## src/rtl/simon_pkg.sv

```systemverilog
// simon_pkg: shared definitions for the SIMON iterative core.
//   Z_SEQ   : the five published 62-bit z sequences; index 0 is the leftmost bit.
//   state_t : control FSM states.
//   rotl/rotr : rotate a word of width n held in the low bits of a 64-bit value.
package simon_pkg;

  localparam logic [0:4][0:61] Z_SEQ = {
    62'b11111010001001010110000111001101111101000100101011000011100110,
    62'b10001110111110010011000010110101000111011111001001100001011010,
    62'b10101111011100000011010010011000101000010001111110010110110011,
    62'b11011011101011000110010111100000010010001010011100110100001111,
    62'b11010001111001101011011000100000010111000011001010010011101111
  };

  typedef enum logic [1:0] {IDLE, RUN, DONE} state_t;

  // Words narrower than 64 bits live in the low bits; upper bits are cleared.
  function automatic logic [63:0] rotl(input logic [63:0] v, input int unsigned n,
                                       input int unsigned k);
    logic [63:0] m;
    logic [63:0] w;
    m = (n >= 64) ? '1 : ((64'd1 << n) - 64'd1);
    w = v & m;
    return ((w << k) | (w >> (n - k))) & m;
  endfunction

  function automatic logic [63:0] rotr(input logic [63:0] v, input int unsigned n,
                                       input int unsigned k);
    return rotl(v, n, n - k);
  endfunction

endpackage

```

## src/rtl/simon_iter_core_if.sv

```systemverilog
// simon_iter_core_if: block input / ciphertext output handshake bundle.
//   in_valid/in_ready/pt/key : block acceptance (pt/key sampled on accept)
//   out_valid/out_ready/ct   : ciphertext delivery
//   Vectors use bit 0 as MSB.
//   slave modport = the core, master modport = the producer/consumer.
interface simon_iter_core_if #(
  parameter int WORD      = 32,
  parameter int KEY_WORDS = 4
) ();
  logic                         in_valid;
  logic                         in_ready;
  logic [0:2*WORD-1]            pt;
  logic [0:KEY_WORDS*WORD-1]    key;
  logic                         out_valid;
  logic                         out_ready;
  logic [0:2*WORD-1]            ct;

  modport slave  (input  in_valid, pt, key, out_ready,
                  output in_ready, out_valid, ct);
  modport master (output in_valid, pt, key, out_ready,
                  input  in_ready, out_valid, ct);
endinterface

```

## src/rtl/simon_key_step.sv

```systemverilog
// simon_key_step: combinational SIMON key expansion, one new round key.
//   kr0   : oldest key word k_i
//   kr1   : k_{i+1} (used only for 4-word keys)
//   klast : newest key word k_{i+m-1}
//   zbit  : current z-sequence bit
//   knext : k_{i+m}
module simon_key_step import simon_pkg::*; #(
  parameter int WORD      = 32,
  parameter int KEY_WORDS = 4
) (
  input  logic [WORD-1:0] kr0,
  input  logic [WORD-1:0] kr1,
  input  logic [WORD-1:0] klast,
  input  logic            zbit,
  output logic [WORD-1:0] knext
);
  logic [WORD-1:0] t;

  always_comb begin
    t = WORD'(rotr(64'(klast), WORD, 3));
    if (KEY_WORDS == 4) t = t ^ kr1;
    t = t ^ WORD'(rotr(64'(t), WORD, 1));
    // ~k_i ^ 3 is the published constant c = 2^n - 4 folded with k_i
    knext = ~kr0 ^ t ^ WORD'(zbit) ^ WORD'(3);
  end
endmodule

```

## src/rtl/simon_iter_core.sv

```systemverilog
// simon_iter_core: iterative SIMON encryption core (default SIMON64/128).
//   clk, rst_n : rising-edge clock, asynchronous active-low reset
//   bus        : simon_iter_core_if slave (pt/key in, ct out, valid/ready both ways)
//   busy       : high while rounds are running
// Build option: define SIMON_UNROLL2_EN for two rounds per cycle (ROUNDS must
// be even); ciphertext is identical either way.
module simon_iter_core import simon_pkg::*; #(
  parameter int WORD      = 32,
  parameter int KEY_WORDS = 4,
  parameter int ROUNDS    = 44,
  parameter int Z_IDX     = 3
) (
  input  logic             clk,
  input  logic             rst_n,
  simon_iter_core_if.slave bus,
  output logic             busy
);
  localparam int RW = $clog2(ROUNDS + 1);
`ifdef SIMON_UNROLL2_EN
  localparam int STEP = 2;
`else
  localparam int STEP = 1;
`endif
  localparam logic [0:61] ZC = Z_SEQ[Z_IDX];

  state_t          state, state_n;
  logic [WORD-1:0] x, y, x_n, y_n;
  logic [WORD-1:0] kr   [KEY_WORDS];
  logic [WORD-1:0] kr_n [KEY_WORDS];
  logic [RW-1:0]   rc;
  logic [5:0]      zi, zi_n;
  logic [WORD-1:0] k_m0;
  logic            last_round;

  function automatic logic [WORD-1:0] rl(input logic [WORD-1:0] v, input int unsigned s);
    return WORD'(rotl(64'(v), WORD, s));
  endfunction

  function automatic logic [WORD-1:0] f(input logic [WORD-1:0] v);
    return (rl(v, 1) & rl(v, 8)) ^ rl(v, 2);
  endfunction

  function automatic logic [5:0] zinc(input logic [5:0] z);
    return (z == 6'd61) ? '0 : z + 6'd1;
  endfunction

  simon_key_step #(.WORD(WORD), .KEY_WORDS(KEY_WORDS)) u_ks0 (
    .kr0   (kr[0]),
    .kr1   (kr[1]),
    .klast (kr[KEY_WORDS-1]),
    .zbit  (ZC[zi]),
    .knext (k_m0)
  );

`ifdef SIMON_UNROLL2_EN
  logic [WORD-1:0] kr_s1 [KEY_WORDS];
  logic [WORD-1:0] k_m1, x1;
  logic [5:0]      zi1;

  assign zi1 = zinc(zi);

  // Key window after the first expansion feeds the second expansion.
  always_comb begin
    kr_s1[KEY_WORDS-1] = k_m0;
    for (int unsigned j = 0; j < KEY_WORDS - 1; j++) kr_s1[j] = kr[j+1];
  end

  simon_key_step #(.WORD(WORD), .KEY_WORDS(KEY_WORDS)) u_ks1 (
    .kr0   (kr_s1[0]),
    .kr1   (kr_s1[1]),
    .klast (kr_s1[KEY_WORDS-1]),
    .zbit  (ZC[zi1]),
    .knext (k_m1)
  );

  always_comb begin
    x1   = y ^ f(x) ^ kr[0];
    x_n  = x ^ f(x1) ^ kr[1];
    y_n  = x1;
    kr_n[KEY_WORDS-1] = k_m1;
    for (int unsigned j = 0; j < KEY_WORDS - 1; j++) kr_n[j] = kr_s1[j+1];
    zi_n = zinc(zi1);
    last_round = (rc == RW'(ROUNDS - 2));
  end
`else
  always_comb begin
    x_n  = y ^ f(x) ^ kr[0];
    y_n  = x;
    kr_n[KEY_WORDS-1] = k_m0;
    for (int unsigned j = 0; j < KEY_WORDS - 1; j++) kr_n[j] = kr[j+1];
    zi_n = zinc(zi);
    last_round = (rc == RW'(ROUNDS - 1));
  end
`endif

  always_comb begin
    state_n = state;
    unique case (state)
      IDLE:    if (bus.in_valid)  state_n = RUN;
      RUN:     if (last_round)    state_n = DONE;
      DONE:    if (bus.out_ready) state_n = IDLE;
      default:                    state_n = IDLE;
    endcase
  end

  always_ff @(posedge clk or negedge rst_n) begin
    if (!rst_n) begin
      state <= IDLE;
      x     <= '0;
      y     <= '0;
      rc    <= '0;
      zi    <= '0;
      for (int unsigned j = 0; j < KEY_WORDS; j++) kr[j] <= '0;
    end else begin
      state <= state_n;
      unique case (state)
        IDLE: if (bus.in_valid) begin
          x  <= bus.pt[0:WORD-1];
          y  <= bus.pt[WORD:2*WORD-1];
          rc <= '0;
          zi <= '0;
          // key packs k[m-1] first, so k0 is the last word
          for (int unsigned j = 0; j < KEY_WORDS; j++)
            kr[j] <= bus.key[(KEY_WORDS-1-j)*WORD +: WORD];
        end
        RUN: begin
          x  <= x_n;
          y  <= y_n;
          rc <= rc + RW'(STEP);
          zi <= zi_n;
          for (int unsigned j = 0; j < KEY_WORDS; j++) kr[j] <= kr_n[j];
        end
        default: ;
      endcase
    end
  end

  assign bus.in_ready  = (state == IDLE);
  assign bus.out_valid = (state == DONE);
  assign bus.ct        = (state == DONE) ? {x, y} : '0;
  assign busy          = (state == RUN);

endmodule

```

## src/flat_wrapper.sv

```systemverilog
// flat-port wrapper written by rule: the top's interface ports become plain ports
module simon_iter_core_flat import simon_pkg::*;
#(
  parameter int WORD      = 32,
  parameter int KEY_WORDS = 4,
  parameter int ROUNDS    = 44,
  parameter int Z_IDX     = 3
)
  (clk, rst_n, busy, bus_in_valid, bus_pt, bus_key, bus_out_ready, bus_in_ready, bus_out_valid, bus_ct);
  simon_iter_core_if #(.WORD(WORD), .KEY_WORDS(KEY_WORDS)) bus_i ();
  input  logic clk;
  input  logic rst_n;
  output logic busy;
  input wire logic [$bits(bus_i.in_valid)-1:0] bus_in_valid;
  input wire logic [$bits(bus_i.pt)-1:0] bus_pt;
  input wire logic [$bits(bus_i.key)-1:0] bus_key;
  input wire logic [$bits(bus_i.out_ready)-1:0] bus_out_ready;
  output wire logic [$bits(bus_i.in_ready)-1:0] bus_in_ready;
  output wire logic [$bits(bus_i.out_valid)-1:0] bus_out_valid;
  output wire logic [$bits(bus_i.ct)-1:0] bus_ct;
  assign bus_i.in_valid = bus_in_valid;
  assign bus_i.pt = bus_pt;
  assign bus_i.key = bus_key;
  assign bus_i.out_ready = bus_out_ready;
  assign bus_in_ready = bus_i.in_ready;
  assign bus_out_valid = bus_i.out_valid;
  assign bus_ct = bus_i.ct;
  simon_iter_core #(.WORD(WORD), .KEY_WORDS(KEY_WORDS), .ROUNDS(ROUNDS), .Z_IDX(Z_IDX)) u_core (.clk(clk), .rst_n(rst_n), .bus(bus_i), .busy(busy));
endmodule
```

## config.mk

```make
export PLATFORM = sky130hd
export DESIGN_NAME = simon_iter_core_flat
export DESIGN_NICKNAME = d
export VERILOG_FILES = /design/src/rtl/simon_pkg.sv /design/src/rtl/simon_iter_core_if.sv /design/src/rtl/simon_key_step.sv /design/src/rtl/simon_iter_core.sv /design/src/flat_wrapper.sv
export SDC_FILE = /design/constraint.sdc
export NUM_CORES = 1
export LEC_CHECK = 0
export CAP_MARGIN = 20
export CORE_ASPECT_RATIO = 0.6
export CORE_MARGIN = 5
export CORE_UTILIZATION = 45
export CTS_CLUSTER_SIZE = 40
export DETAILED_ROUTE_END_ITERATION = 7
export PLACE_DENSITY = 0.73
export SKIP_CTS_REPAIR_TIMING = 1
export SYNTH_ARGS = -nofsm -noshare
export SYNTH_HDL_FRONTEND = slang
export SYNTH_SLANG_ARGS = --single-unit
```

## constraint.sdc

```tcl
create_clock -name clk -period 5.3 [get_ports clk]
set_input_delay 1.06 -clock clk [delete_from_list [all_inputs] [get_ports clk]]
set_output_delay 1.06 -clock clk [all_outputs]
set_load 0.02 [all_outputs]
```

## Word-level counts from Yosys, hierarchy flattened

Memories as Yosys holds them, arrays and structs flattened.
Cells that the tools add are included.

| operators by class | value |
|---|---|
| add/subtract/negate cells | 2 |
| $lt $le $gt $ge | 1 |
| equal/unequal tests | 7 |
| muxes and demuxes | 17 |
| bitwise operators | 16 |
| reduce and logical (&&, ||, !) cells | 4 |

Operator list:

| kind | count |
|---|---|
| 128-bit case mux with 2 select lines | 1 |
| 32-bit bitwise XOR | 6 |
| 128-bit 2-to-1 mux | 1 |
| 32-bit case mux with 2 select lines | 2 |
| 32-bit 2-to-1 mux | 2 |
| 64-bit 2-to-1 mux | 1 |
| 32-bit bitwise AND | 1 |
| 32-bit NOT | 1 |
| 32-bit by 1-bit OR with 32-bit output | 1 |
| 32-bit by 2-bit OR with 32-bit output | 1 |
| 32-bit by 29-bit OR with 32-bit output | 1 |
| 32-bit by 31-bit OR with 32-bit output | 1 |
| 32-bit by 8-bit OR with 32-bit output | 1 |
| 32-bit by 1-bit bitwise XOR with 32-bit output | 1 |
| 6-bit case mux with 2 select lines | 2 |
| 6-bit by 1-bit adder with 6-bit output (second input constant) | 2 |
| 6-bit == test (second input constant) | 2 |
| 6-bit 2-to-1 mux | 2 |
| 7-bit >= comparator (second input constant) | 1 |
| 6-bit NOT with 7-bit output | 1 |
| 2-bit 2-to-1 mux | 3 |
| 2-bit case mux with 3 select lines | 1 |
| 2-bit inequality test (second input constant) | 2 |
| 3-bit AND reduction | 1 |
| other kinds (8) | 9 |

| word-level totals | value |
|---|---|
| flip-flop bits (word level) | 206 |
| ROM bits | 64 |
| input port bits | 196 |
| output and inout port bits | 67 |
| logic and storage cells | 57 |
| memories kept | 1 |

Memories:

| name | depth | width | rd ports | clocked after Yosys merged registers in | wr ports | RTL line | RTL |
|---|---|---|---|---|---|---|---|
| (name not given) | 64 | 1 | 1 | 0 | 0 | simon_iter_core.sv:51 | `.zbit (ZC[zi]),` |

## Depth between registers and ports, before layout

Gate-level depths: netlist of the first run.

| logic depth | value |
|---|---|
| word-level depth | 8 |
| depth in mapped cells | 8 |

## By module

From an unflattened synthesis of the first run, not the netlist that was laid out.

| second synthesis, totals | value |
|---|---|
| cell total of the unflattened synthesis | 1251 |
| area total of the unflattened synthesis | 12213.0 sq um |

Modules (own cells, without submodules):

| module | instances | cells an instance | area an instance (sq um) | sequential area each (sq um) |
|---|---|---|---|---|
| simon_iter_core | 1 | 1186 | 11194.5 | 5154.9 |
| simon_key_step | 1 | 65 | 1018.5 | 0.0 |

## Least setup slack after synthesis of the first run

No wires, ideal clock.

| timing | value |
|---|---|
| path kind | reg2out |
| start point | reg u_core.state[0] |
| end point | out bus_ct[44] |
| data arrival time | 1.499 ns |
| required time | 4.240 ns |
| path slack | 2.741 ns |
| cell stages (with the launch flop) | 6 |
| path buffers | 4 |
| cell sequence | dfrtp_1 > buf_8 > buf_2 > buf_2 > buf_2 > nor3_1 |

| between the ends | value |
|---|---|
| cells in the longest elaborated chain, start to end | 2 |

Ends and longest elaborated chain:

| item | RTL line | RTL |
|---|---|---|
| start: declaration | simon_iter_core.sv:26 | `state_t state, state_n;` |
| start signal: assignment | simon_iter_core.sv:115 | `state <= state_n;` |
| 2-bit == test | simon_iter_core.sv:140 | `assign bus.ct = (state == DONE) ? {x, y} : '0;` |
| 64-bit 2-to-1 mux | simon_iter_core.sv:140 |  |
| end: declaration | flat_wrapper.sv:20 | `output wire logic [$bits(bus_i.ct)-1:0] bus_ct;` |

No other way between the ends.

## Worst setup path after layout of the first run

| timing | value |
|---|---|
| start point | reg u_core.state[1] |
| end point | out busy |

| between the ends | value |
|---|---|
| cells in the longest elaborated chain, start to end | 1 |

Ends and longest elaborated chain:

| item | RTL line | RTL |
|---|---|---|
| 2-bit by 1-bit == test with 1-bit output | simon_iter_core.sv:141 | `assign busy = (state == RUN);` |
| end: declaration | flat_wrapper.sv:13 | `output logic busy;` |

No other way between the ends.

==> results of run 1 <==
final timing paths:
| path | end | slack (ns) |
|---|---|---|
| worst max-delay path | busy | 1.39 |
| worst min-delay path | u_core.kr[33] | 0.50 |
| worst max register to register | u_core.rc[5] | 2.09 |
| worst min register to register | u_core.kr[33] | 0.50 |
| max in group asynchronous | u_core.kr[8] | 3.61 |
| min in group asynchronous | u_core.y[20] | 0.64 |
state kept, by name, summed over array words and instances, names as in the netlist:
signal and count:
u_core.state 2, u_core.x 32, u_core.zi 6, u_core.rc 6, u_core.y 32, u_core.kr 128
power groups by stage:
stage	Clock [W]	Sequential, W	Combinational, W
global route	0.00164	0.00377	0.00616
finish	0.00155	0.00370	0.00556
floorplan	0	0.00312	0.00470
CTS	0.00159	0.00365	0.00556
global placement	0	0.00366	0.00537
detailed placement	0	0.00367	0.00551
metrics by stage:
step                      instances  util [%]
after CTS                      1875      58.5
after global routing           1877      58.5
after floorplan                1310         -
final                          1877      58.5
after detailed placement       1836      55.8
after global placement         1836      55.8
cell type report:
type | instances | area, µm² | area share [%]
Tap cell | 360 | 450 | 2.93
Clock inverter | 4 | 20.0 | 0.130
Sequential cell | 206 | 5160 | 33.6
Antenna cell | 2 | 5.00 | 0.0326
Inverter | 12 | 50.0 | 0.326
Timing Repair Buffer | 278 | 2780 | 18.1
Multi-Input combinational cell | 980 | 6190 | 40.3
Clock buffer | 35 | 701 | 4.56
critical path: stages, from the launching register on:
cell and delay (ns):
dfrtp_4 0.65, inv_4 0.31, nand2_4 0.35, inv_2 0.34, clkdlybuf4s50_1 0.67
logic make-up (layout without fill, tap and decap cells):
logic type	count (synthesis)	in the layout	synth area share, %
simple gates	334	334	13.8
xor+xnor	192	192	14.1
flops	206	206	43.4
other cells	0	2	0
compound gates	444	444	22.9
buf+inv	124	329	4.68
fa+ha+maj	8	8	0.842
mux	2	2	0.316
routing by layer:
layer | wire [µm] | vias up
li1 | - | 5037
met1 | 18800 | 5396
met2 | 18000 | 597
met3 | 4620 | 66
met4 | 1270 | 2
met5 | 13 | -
synthesized netlist by cell type (2+ instances only):
library cell / instances / share of area (%)
a21oi_1: 124 / 5.2
a222oi_1: 2 / 0.17
a22oi_1: 33 / 2.1
a31oi_1: 37 / 1.9
and2_0: 4 / 0.21
and2_1: 31 / 1.6
and3_1: 62 / 3.3
and3b_1: 5 / 0.37
buf_1: 3 / 0.095
buf_2: 30 / 1.3
buf_4: 2 / 0.13
buf_6: 2 / 0.19
buf_8: 2 / 0.25
clkbuf_1: 72 / 2.3
dfrtp_1: 206 / 43
ha_1: 8 / 0.84
inv_1: 7 / 0.22
inv_2: 3 / 0.095
inv_4: 2 / 0.11
nand2_1: 115 / 3.6
nand4_1: 6 / 0.32
nor2_1: 81 / 2.6
nor2b_1: 2 / 0.11
nor3_1: 3 / 0.13
nor3b_1: 18 / 1.1
o211ai_1: 2 / 0.13
o211ai_2: 2 / 0.21
o21ai_0: 2 / 0.084
o21ai_1: 86 / 3.6
o22a_1: 46 / 3.4
o22ai_1: 102 / 5.4
xnor2_1: 173 / 13
xor2_1: 19 / 1.4
==> results.sh, run 1 <==
export IMPL_synth_nets=1514
export IMPL_avgRoutedWirePerCell_um=22.7
export IMPL_vdd_drop_max_mv=0.242
export IMPL_place_area_mm2=0.0146
export IMPL_io_buffer_count=262
export IMPL_rsz0062_at_grt="false"
export IMPL_core_area_mm2=0.0262
export IMPL_cp_required_ns=4.24
export IMPL_r2r_start="u_core.state[1]"
export IMPL_drive_gt1_share_pct=4.82
export IMPL_worst_slew_pin_slew_ns=0.914
export IMPL_hold_worst_slack_ns=0.496
export IMPL_seq_power_share_pct=34.3
export IMPL_cts_tree="yes"
export IMPL_grtUsageMet2_pct=39.1
export IMPL_finalClockSkew_ns=0.00944
export IMPL_route_vias_total=11100
export IMPL_drtIter0Drc=1355
export IMPL_cts_root_buf="clkbuf_16"
export IMPL_crit_start="u_core.state[1]"
export IMPL_synth_edf_count=0
export IMPL_final_common_cell="clkdlybuf4s50_1"
export IMPL_final_cell_mix="clkdlybuf4s50_1 (260), dfrtp_1 (204), xnor2_1 (173), a21oi_1 (124), nand2_1 (115)"
export IMPL_hpwl_mm=29.8
export IMPL_gp_congestion=0.904
export IMPL_path_clk_slew_ns=0.06
export IMPL_p_int_w=0.00647
export IMPL_clock_path_buffers=3
export IMPL_grt_pass1_vias=10700
export IMPL_powerDensity_mw_per_mm2=704
export IMPL_antenna_found_initial=3
export IMPL_finalHoldViolCount=0
export IMPL_hold_start="u_core.kr[33]"
export IMPL_final_area_mm2=0.0154
export IMPL_dpl_worst_slack_ns=1.94
export IMPL_routed_wl_mm=42.6
export IMPL_grt_overflow_total=0
export IMPL_nFillCells=2324
export IMPL_ys_flop_type="dfrtp_1"
export IMPL_clk_insertion_delay_late_ns=0.50
export IMPL_drv_cap=0
export IMPL_grt_use_met3_pct=7.01
export IMPL_holdPathStages=2
export IMPL_p_total_w=0.0108
export IMPL_ff2ff_path_depth=6
export IMPL_start_util_pct=45.3
export IMPL_power_leakage_nw=5.96
export IMPL_htreeDepth=1
export IMPL_grt_max_degree=105
export IMPL_worstSetupStartpointType="flop"
export IMPL_clock_sinks=206
export IMPL_dieHeight_um=136
export IMPL_netlist_area_mm2=0.0119
export IMPL_die_area_mm2=0.0299
export IMPL_ys_ff_latch=206
export IMPL_worstPathMaxFanout=49
export IMPL_period_needed_ns=3.91
export IMPL_vias_per_cell=5.91
export IMPL_drc_errors=0
export IMPL_hold_class="flop to flop"
export IMPL_grtUsageMet1_pct=41.7
export IMPL_power_switching_w=0.00435
export IMPL_clock_power_share_pct=14.3
export IMPL_cts_buffers=22
export IMPL_relSlewSlack_pct=39.1
export IMPL_yosysSeqAreaShare_pct=43.4
export IMPL_path_class="flop to output port"
export IMPL_crit_path_end_kind="output port"
export IMPL_setup_viol_count_final=0
export IMPL_pwr_share_comb_pct=51.4
export IMPL_syn_avg_cell_area_um2=9.08
export IMPL_fin_ws_ns=1.39
export IMPL_arrival_ns=2.85
export IMPL_rows=46
export IMPL_globalRoute_busiestLayer="met1"
export IMPL_die_width_um=220
export IMPL_yosys_cell_types_count=51
export IMPL_max_freq_mhz=256
export IMPL_status="finished, final reports clean"
export IMPL_pin_count=263
export IMPL_finalSetupTns_ns=0
export IMPL_drv_slew=0
export IMPL_antenna_left=0
export IMPL_fin_crit_sh_pct=73.7
export IMPL_track_usage_pct=27.5
export IMPL_grt_pass1_wl_mm=64.5
export IMPL_area_growth_pct=29.2
export IMPL_yosysWarningCount=0
export IMPL_syn_inst=1310
export IMPL_dr_pass1_iters=5
export IMPL_synthArstFlopShare_pct=100
export IMPL_finalNetCount=1704
export IMPL_p_sw_share_pct=40.2
No activity file was read; power rests on OpenSTA's default activity.
==> run 2, diff against run 1 <==
==> constraint.sdc (replaced) <==
create_clock -name clk -period 4 [get_ports clk]
set_input_delay 0.8 -clock clk [delete_from_list [all_inputs] [get_ports clk]]
set_output_delay 0.8 -clock clk [all_outputs]
set_load 0.02 [all_outputs]
==> run 2 against run 1 <==
Via count increased by 1.4%. Clock power increased by 40%. Count of clock-buffer cells in the layout decreased by 3. First-iteration DRC count increased by 0.66%. Non-clock buffer count increased by 11. Power increased by 34%. Hold slack got worse by 0.17 ns. Worst setup slack got worse by 0.87 ns. Clock skew increased by 0.0094 ns. Combinational power increased by 34%. Largest power group unchanged.
==> results.sh, run 2 (synthesized netlist as in run 1, its figures left out) <==
export IMPL_drv_cap=0
export IMPL_power_switching_w=0.00582
export IMPL_dpl_worst_slack_ns=1.09
export IMPL_period_needed_ns=3.47
export IMPL_nFillCells=2303
export IMPL_fin_ws_ns=0.529
export IMPL_dp_cells=1847
export IMPL_drv_slew=0
export IMPL_drtIter0Drc=1364
export IMPL_relSlewSlack_pct=32.9
export IMPL_critPathMaxStageDelay_ns=0.63
export IMPL_clock_sinks=206
export IMPL_vias_per_cell=5.96
export IMPL_seq_power_share_pct=33.8
export IMPL_path_class="flop to output port"
export IMPL_cp_slowest_cell="clkdlybuf4s50_1"
export IMPL_final_common_cell="clkdlybuf4s50_1"
export IMPL_routed_wl_mm=43.7
export IMPL_hpwl_mm=30.5
export IMPL_htreeDepth=1
export IMPL_hold_class="input pin to async pin"
export IMPL_clk_insertion_delay_late_ns=0.51
export IMPL_worstPathMaxFanout=83
export IMPL_area_growth_pct=30.0
export IMPL_cts_buffers=22
export IMPL_final_cell_mix="clkdlybuf4s50_1 (260), dfrtp_1 (204), xnor2_1 (173), a21oi_1 (124), nand2_1 (115)"
export IMPL_antenna_left=0
export IMPL_finalSetupTns_ns=0
export IMPL_grt_pass1_vias=11000
export IMPL_final_core_util_pct=58.9
export IMPL_pin_count=263
export IMPL_p_sw_share_pct=40.1
export IMPL_powerDensity_mw_per_mm2=937
export IMPL_die_width_um=220
export IMPL_avgRoutedWirePerCell_um=23.1
export IMPL_route_vias_total=11300
export IMPL_finalHoldViolCount=0
export IMPL_antenna_found_initial=4
export IMPL_path_cells="inv_4 -> and3_1 -> clkdlybuf4s50_1"
export IMPL_worstSetupStartpointType="flop"
export IMPL_start_util_pct=45.3
export IMPL_clock_path_buffers=3
export IMPL_cts_root_buf="clkbuf_16"
export IMPL_crit_path_end_kind="output port"
export IMPL_grt_max_degree=94
export IMPL_max_freq_mhz=288
export IMPL_register_area_mm2=0.00516
export IMPL_status="finished, final reports clean"
export IMPL_top_register="u_core.kr"
export IMPL_grt_overflow_total=0
export IMPL_grt_pass1_wl_mm=66.5
export IMPL_fin_crit_sh_pct=86.8
export IMPL_power_leakage_nw=6.02
export IMPL_path_clk_slew_ns=0.07
export IMPL_worst_slew_pin_slew_ns=1.00
export IMPL_vdd_drop_max_mv=0.337
export IMPL_io_buffer_count=262
export IMPL_drc_errors=0
export IMPL_top_regs="u_core.kr x128, u_core.x x32, u_core.y x32"
export IMPL_cp_required_ns=3.20
export IMPL_clock_power_share_pct=14.9
export IMPL_arrival_ns=2.67
export IMPL_gp_congestion=0.947
export IMPL_core_area_mm2=0.0262
export IMPL_dieHeight_um=136
export IMPL_cts_tree="yes"
export IMPL_dr_pass1_iters=5
export IMPL_drive_gt1_share_pct=5.63
export IMPL_pwr_share_comb_pct=51.3
export IMPL_p_int_w=0.00867
export IMPL_multi_input_area_mm2=0.00619
export IMPL_die_area_mm2=0.0299
export IMPL_post_layout_nonfiller_instances=1889
export IMPL_finalNetCount=1715
export IMPL_largest_reg_flops=128
export IMPL_track_usage_pct=28.5
export IMPL_rows=46
export IMPL_setup_viol_count_final=0
export IMPL_finalClockSkew_ns=0.0189
export IMPL_rsz0062_at_grt="false"
-- run 2: layer usage --
| layer | share of wire [%] | vias to the layer above | global-route usage [%] |
|---|---|---|---|
| met2 | 42 | 573 | 40.1 |
| met5 | 0.078 | - | 0 |
| li1 | - | 5064 | - |
| met1 | 44 | 5529 | 42.4 |
| met4 | 2.9 | 4 | 8.04 |
| met3 | 11 | 85 | 8.44 |
-- run 2: cell type report --
class / instances / share of cell area (%)
multi-input combinational: 980 / 40.1
sequential: 206 / 33.4
timing repair buffer: 289 / 18.4
clock buffer: 32 / 4.33
tap: 360 / 2.91
clock inverter: 8 / 0.583
inverter: 12 / 0.324
antenna: 2 / 0.0324
-- run 2: path summary, 6_finish.rpt --
kind / startpoint / end / slack [ns] / cells after the start
max in group asynchronous: rst_n / u_core.x[8] / 2.71 / 2
max reg2reg: u_core.state[0] / u_core.kr[70] / 1.33 / 6
min in group clk: u_core.kr[33] / u_core.kr[33] / 0.50 / 2
max: u_core.state[0] / bus_ct[10] / 0.53 / 3
min reg2reg: u_core.kr[33] / u_core.kr[33] / 0.50 / 2
min: rst_n / u_core.y[23] / 0.33 / 1
-- run 2: power by group through the flow --
stage / Sequential [W] / Combinational [W] / Clock (W)
final: 0.00489 / 0.00743 / 0.00217
after global routing: 0.00501 / 0.00823 / 0.00228
after floorplan: 0.00414 / 0.00622 / 0
after detailed placement: 0.00487 / 0.00736 / 0
after global placement: 0.00484 / 0.00711 / 0
after CTS: 0.00484 / 0.00743 / 0.00219
-- run 2: stage by stage --
stage,cell area [µm²],hold WS (ns),total power (W)
2_1_floorplan,11900,0.451,0.0104
3_3_place_gp,14700,0.468,0.0120
3_5_place_dp,14700,0.480,0.0122
4_1_cts,15500,0.404,0.0145
5_1_grt,15500,0.392,0.0155
6_report,15500,0.328,0.0145
-- run 2: critical path, delay by kind of cell (launching register included) --
family                 cells  cell delay, ns
and+or+nand+nor            1            0.28
buffers and inverters      2            1.23
DFF                        1            0.61
